## config.mk

```make
export PLATFORM = sky130hd
export DESIGN_NAME = ristretto_shift_dispatch
export DESIGN_NICKNAME = d
export VERILOG_FILES = /design/src/rtl/ristretto_shift_dispatch.sv
export SDC_FILE = /design/constraint.sdc
export NUM_CORES = 1
export LEC_CHECK = 0
export BUFFER_PORTS_ARGS = -buffer_cell sky130_fd_sc_hd__buf_2
export CAP_MARGIN = 20
export CORE_MARGIN = 3
export CORE_UTILIZATION = 52
export DETAILED_ROUTE_END_ITERATION = 8
export PLACE_DENSITY = 0.86
export SYNTH_ARGS = -nofsm -noshare
export SYNTH_HDL_FRONTEND = slang
export SYNTH_SLANG_ARGS = --single-unit
export TNS_END_PERCENT = 30
```

## constraint.sdc

```tcl
create_clock -name clk_i -period 6.7 [get_ports clk_i]
set_clock_uncertainty 0.15 [all_clocks]
set_input_delay 0.67 -clock clk_i [delete_from_list [all_inputs] [get_ports clk_i]]
set_output_delay 0.67 -clock clk_i [all_outputs]
set_load 0.01 [all_outputs]
```

## src/rtl/ristretto_shift_dispatch.sv

```systemverilog
// Single-issue shift dispatcher: resolves trivial shifts internally and hands the
// rest to an external multi-cycle shift unit, guarding it with a cycle timeout.
module ristretto_shift_dispatch #(
  parameter int unsigned DataWidth      = 32,
  parameter int unsigned MaxShiftCycles = 40
) (
  input  logic                 clk_i,
  input  logic                 rstn_i,
  input  logic                 issue_valid_i,
  output logic                 issue_ready_o,
  input  logic [DataWidth-1:0] issue_operand_a_i,
  input  logic [DataWidth-1:0] issue_operand_b_i,
  input  logic [1:0]           issue_mode_i,
  input  logic [4:0]           issue_rd_i,
  input  logic                 flush_i,
  output logic                 shu_en_o,
  output logic [DataWidth-1:0] shu_operand_a_o,
  output logic [4:0]           shu_operand_b_o,
  output logic [1:0]           shu_mode_o,
  input  logic                 shu_busy_i,
  input  logic [DataWidth-1:0] shu_result_i,
  output logic                 wb_valid_o,
  input  logic                 wb_ready_i,
  output logic [DataWidth-1:0] wb_result_o,
  output logic [4:0]           wb_rd_o,
  output logic                 timeout_o
);

  localparam logic [1:0] StIdle = 2'd0;
  localparam logic [1:0] StExec = 2'd1;
  localparam logic [1:0] StDone = 2'd2;

  localparam int unsigned CntW = $clog2(MaxShiftCycles + 1);

  logic [1:0]           state_q, state_d;
  logic [DataWidth-1:0] op_a_q, op_a_d;
  logic [4:0]           amt_q, amt_d;
  logic [1:0]           mode_q, mode_d;
  logic [4:0]           rd_q, rd_d;
  logic [DataWidth-1:0] result_q, result_d;
  logic [CntW-1:0]      cnt_q, cnt_d;
  logic                 timeout_q, timeout_d;

  logic                 fast_path;
  logic [DataWidth-1:0] fast_res;

  // Amounts 0/1 and pass-through never need the shift unit.
  always_comb begin
    fast_path = (issue_mode_i == 2'b11) || (issue_operand_b_i[4:1] == 4'd0);
    fast_res  = issue_operand_a_i;
    if (issue_mode_i != 2'b11 && issue_operand_b_i[0]) begin
      case (issue_mode_i)
        2'b00:   fast_res = issue_operand_a_i << 1;
        2'b01:   fast_res = issue_operand_a_i >> 1;
        default: fast_res = {issue_operand_a_i[DataWidth-1], issue_operand_a_i[DataWidth-1:1]};
      endcase
    end
  end

  always_comb begin
    state_d   = state_q;
    op_a_d    = op_a_q;
    amt_d     = amt_q;
    mode_d    = mode_q;
    rd_d      = rd_q;
    result_d  = result_q;
    cnt_d     = cnt_q;
    timeout_d = timeout_q;
    if (flush_i) begin
      state_d = StIdle;
    end else begin
      case (state_q)
        StIdle: begin
          if (issue_valid_i) begin
            op_a_d   = issue_operand_a_i;
            amt_d    = issue_operand_b_i[4:0];
            mode_d   = issue_mode_i;
            rd_d     = issue_rd_i;
            result_d = fast_res;
            cnt_d    = '0;
            state_d  = fast_path ? StDone : StExec;
          end
        end
        StExec: begin
          cnt_d = cnt_q + CntW'(1);
          // The unit's busy flag is not yet meaningful in the first EXEC cycle.
          if (cnt_q != '0 && !shu_busy_i) begin
            result_d = shu_result_i;
            state_d  = StDone;
          end else if (cnt_d == CntW'(MaxShiftCycles)) begin
            result_d  = '0;
            timeout_d = 1'b1;
            state_d   = StDone;
          end
        end
        StDone: begin
          if (wb_ready_i) state_d = StIdle;
        end
        default: state_d = StIdle;
      endcase
    end
  end

  always_ff @(posedge clk_i or negedge rstn_i) begin
    if (!rstn_i) begin
      state_q   <= StIdle;
      op_a_q    <= '0;
      amt_q     <= '0;
      mode_q    <= '0;
      rd_q      <= '0;
      result_q  <= '0;
      cnt_q     <= '0;
      timeout_q <= 1'b0;
    end else begin
      state_q   <= state_d;
      op_a_q    <= op_a_d;
      amt_q     <= amt_d;
      mode_q    <= mode_d;
      rd_q      <= rd_d;
      result_q  <= result_d;
      cnt_q     <= cnt_d;
      timeout_q <= timeout_d;
    end
  end

  assign issue_ready_o   = (state_q == StIdle);
  assign shu_en_o        = (state_q == StExec);
  assign wb_valid_o      = (state_q == StDone);
  assign shu_operand_a_o = op_a_q;
  assign shu_operand_b_o = amt_q;
  assign shu_mode_o      = mode_q;
  assign wb_result_o     = result_q;
  assign wb_rd_o         = rd_q;
  assign timeout_o       = timeout_q;

endmodule

```

* Word level (Yosys, flattened, before mapping)
Index checks and enable logic that the tools add are counted.
** Word-level totals
- Flip-flop bits (word level) :: 85
- Input port bits :: 109
- Output and inout bits :: 80
- Word-level logic and storage cells :: 51
** Operators by class
- Add/sub/neg operators :: 1
- Equality and inequality tests :: 11
- Mux-type cells :: 15
- Bitwise gates (word level) :: 2
- Reductions and logical operators :: 14
** Operators by type and width (number)
- $mux W32 :: 4
- $pmux W32 S2 :: 2
- $mux W2 :: 6
- $pmux W6 S2 :: 1
- $reduce_and A3 Y1 :: 3
- $reduce_and A4 Y1 :: 2
- $add A6 B1 Y6 const B :: 1
- $eq A6 B6 Y1 const B :: 1
- $mux W6 :: 1
- $ne A3 B2 Y1 const B :: 2
- $pmux W2 S3 :: 1
- $reduce_bool A6 Y1 :: 1
- $eq A2 B1 Y1 const B :: 2
- $eq A2 B2 Y1 const B :: 2
- $logic_not A2 Y1 :: 2
- $logic_not A4 Y1 :: 1
- $ne A2 B2 Y1 const B :: 2
- $ne A4 B2 Y1 const B :: 1
- $ne A3 B1 Y1 const B :: 1
- $logic_and A1 B1 Y1 :: 2
- $not A1 Y1 :: 2
- $reduce_bool A2 Y1 :: 1
- $logic_not A1 Y1 :: 1
- $logic_or A1 B1 Y1 :: 1

* Longest topological paths before layout
- Word-level depth :: 6
- Depth in mapped cells :: 8

* Worst setup path after synthesis
OpenSTA, ideal clock, no wires.
- Path kind :: flip-flop to flip-flop
- Start point :: register cnt_q[0]
- End point :: register result_q[0] (netlist: wb_result_o[0])
- Arrival :: 1.922 ns
- Slack :: 4.504 ns
- Stages on the path, launching flop included :: 7
- Path buffers :: 0
- Period minus slack after synthesis :: 2.196 ns
- Path through :: dfrtp_1 -> ha_1 -> nor4b_1 -> a41oi_1 -> a211o_1 -> a31oi_4 -> mux2_2
** Between the ends
- Word-level cells in the longest chain between the ends :: 4
** RTL lines
- start: declaration :: line 41 : logic [CntW-1:0] cnt_q, cnt_d;
- start signal: assignment :: line 121 : cnt_q <= cnt_d;
- $add A6 B1 Y6 / $reduce_bool A6 Y1 (equally long branches) :: line 85, 87
- $eq A6 B6 Y1 / $logic_and A1 B1 Y1 (equally long branches) :: line 90, 87
- $ne A3 B1 Y1 (no line) / $mux W32 (equally long branches)
- $reduce_and A4 Y1 (no line) / $pmux W32 S2 (equally long branches)
- end signal: assignment :: line 120 : result_q <= result_d;
- end: declaration :: line 40 : logic [DataWidth-1:0] result_q, result_d;
Several ways; a longest one is shown, not always the timed one.
A chain may end at the register's enable or synchronous reset.

* Worst setup path after layout
Ends and elaborated chain as after synthesis.

==> impl_metrics.py <==
metrics = {
    "die": {
        "die_w_microns": 97.48,
        "start_util": 0.5489,
        "ios": 189,
        "std_cell_rows": 32,
        "die_area_sq_mm": 0.009502,
        "die_y_microns": 97.48,
        "coreArea_sq_mm": 0.007928,
    },
    "routing": {
        "drt_first_pass_iters": 5,
        "ant_nets": 0,
        "vias": 3902,
        "routed_wl_microns": 11800,
        "viasPerCell": 5.655,
        "wl_per_cell_microns": 17.11,
        "initialDrtViolationCount": 191,
        "drcViolationCount": 0,
    },
    "power": {
        "vdd.ir_drop.worst_mv": 0.2070,
        "p_per_area_mw_per_mm2": 410.8,
        "finalPower_w": 0.002257,
        "leakage_nw": 2.663,
    },
    "placed_design": {
        "dp.cells": 671,
        "place.gp.congestion": 0.8847,
        "portBuffers": 161,
        "dpl-instance-area_sq_mm": 0.005187,
        "dpl.hpwl_microns": 8307,
    },
    "yosys": {
        "synth-seq-cells": 85,
        "ys_types": 41,
        "synth_top_area_frac": 0.4888,
        "synth_seq_area_share": 0.4888,
        "yosys_warnings": 0,
        "synth_top_area_cell": "dfrtp_1",
        "synthTopCellsByArea": "dfrtp_1 49%, mux2_2 12%, mux2i_1 6.9%",
        "synth_area_sq_mm": 0.004352,
        "synthCells": 435,
        "syn_avg_cell_area_sq_um": 10.00,
        "syn_nets": 547,
    },
    "timing": {
        "fin_setup_tns_ns": 0,
        "worst_pin_slew_ns": 1.004,
        "max_clock_freq_mhz": 311.4,
        "post-route-min-period_ns": 3.211,
        "rsz0062_at_grt": "no",
        "slew_headroom": 0.3278,
        "fin_crit_sh": 0.4793,
        "hold_violations": 0,
        "setup-violations-final": 0,
        "whs_ns": 0.09915,
        "drv_slew": 0,
    },
    "clocking": {
        "clock_latency_ns": 0.34,
        "htree_levels": 3,
        "cts-root-buf": "clkbuf_8",
        "hold_buffers": 0,
        "cts_tree": "built",
        "clk_path_buf_depth": 2,
        "cts_sinks": 85,
        "post_cts_resized": 0,
        "cts_setup_buffers": 0,
        "cts_buffers": 9,
        "clk_pin_slew_worst_paths_ns": 0.09,
    },
    "critical_path": {
        "crit_path_end_kind": "flop",
        "start_kind": "flop",
        "crit_arrival_ns": 3.29,
        "crit_type": "flop to flop",
        "crit_required_ns": 6.78,
        "cp_max_fo": 20,
    },
    "grt": {
        "grt_start_max_net_pins": 86,
        "antenna_found_initial": 0,
        "grt_overflow": 0,
        "grt_pass1_vias": 3844,
        "grt_pass1_wl_microns": 19000,
        "grt.total_usage": 0.2432,
    },
    "run_status": {
        "status": "complete, no violations",
    },
    "finish": {
        "syn_to_final_growth_pct": 26.25,
        "final_cell_mix": "160 x buf_2, 85 x dfrtp_1, 64 x nand2_1, 46 x mux2_2, 36 x o21ai_0",
        "layout-drive-gt1-share": 0.3997,
        "final_cell_area_sq_mm": 0.005494,
        "layout_commonest_cell": "buf_2",
        "nets": 696,
        "final_cells": 690,
        "diodes": 0,
    },
    "flow_run": {
        "maxCapViolCount": 0,
    },
    "hold_path": {
        "hp-class": "primary input to async pin",
    },
}
[routing by layer]
metal / routed length [microns] / part of all wire / global-route usage
met1: 4971 / 0.42 / 0.3128
met2: 5657 / 0.48 / 0.4048
met3: 917 / 0.078 / 0.05025
met4: 257 / 0.022 / 0.09052
met5: 0 / 0 / 0
[registers in the layout, summed over array words and instances (netlist names)]
name / cells
shu_mode_o: 2
wb_result_o: 32
timeout_o: 1
state_q: 2
shu_operand_a_o: 32
wb_rd_o: 5
cnt_q: 6
shu_operand_b_o: 5
[cell usage after synthesis, drive strengths merged]
cell type  instances
nor4b              2
o31ai              1
a22o               1
a21boi             1
or2                1
a21oi             33
nand3              3
nand4              1
xnor2              1
or3                1
nor2b              3
nor2               8
nor3b              1
a21o               1
a41oi              1
or4b               1
mux2              46
clkbuf            21
a31oi             33
nor4               1
dfrtp             85
nand2b             4
a32o               1
o21bai             1
a211oi             1
mux2i             30
inv               33
xor2               1
a211o              1
o21ai             37
a2111oi            1
nand2             64
buf                9
a31o               1
o2bb2ai            2
ha                 3
[power breakdown]
part	total [W]	internal (W)	switching [W]
Sequential	0.000888	0.000754	0.000134
Clock	0.000427	0.000246	0.000181
Combinational	0.000941	0.000438	0.000503
[stage by stage]
stage / utilization / setup slack [ns]
final: 0.6930 / 3.489
after global placement: 0.6544 / 3.314
after global routing: 0.6930 / 3.380
after floorplan: - / 4.504
after CTS: 0.6832 / 3.200
after detailed placement: 0.6544 / 3.210
[final timing paths]
path | start | endpoint | slack, ns | depth (start not counted)
worst max-delay path | cnt_q[0]$_DFFE_PN0P_ | wb_result_o[0]$_DFFE_PN0P_ | 3.49 | 7
worst min-delay path | rstn_i | wb_result_o[15]$_DFFE_PN0P_ | 0.1 | 1
worst max register to register | cnt_q[0]$_DFFE_PN0P_ | wb_result_o[0]$_DFFE_PN0P_ | 3.49 | 7
worst min register to register | timeout_o$_DFFE_PN0P_ | timeout_o$_DFFE_PN0P_ | 0.35 | 1
max in group asynchronous | rstn_i | shu_operand_a_o[11]$_DFFE_PN0P_ | 5.68 | 2
min in group clk_i | timeout_o$_DFFE_PN0P_ | timeout_o$_DFFE_PN0P_ | 0.35 | 1
[final cells by class]
cell class	count	area (sq um)
inverter	33	123.9
fill	628	2434
clock buffer	11	131.4
clock inverter	4	97.59
multi-input combinational	287	1978
tap	102	127.6
sequential	85	2127
timing repair buffer	168	908.4
[critical path, cell delays in order, from the launching register on]
cell and delay [ns]:
dfrtp_1 0.46, ha_1 0.30, nor4b_1 0.27, a41oi_1 0.11, a211o_1 0.36, a31oi_4 0.60
buf_4 0.46, mux2_2 0.38
[cells by family after synthesis]
logic type,after synthesis,share of synthesized area
AO/OA/AOI/OAI,116,0.1573
AND/OR/NAND/NOR,90,0.09086
flip-flops,85,0.4888
multiplexers,76,0.1880
buffers and inverters,63,0.06239
adder cells (fa/ha/maj),3,0.008627
XOR/XNOR,2,0.004026
Power figures use the tool's default switching activity.
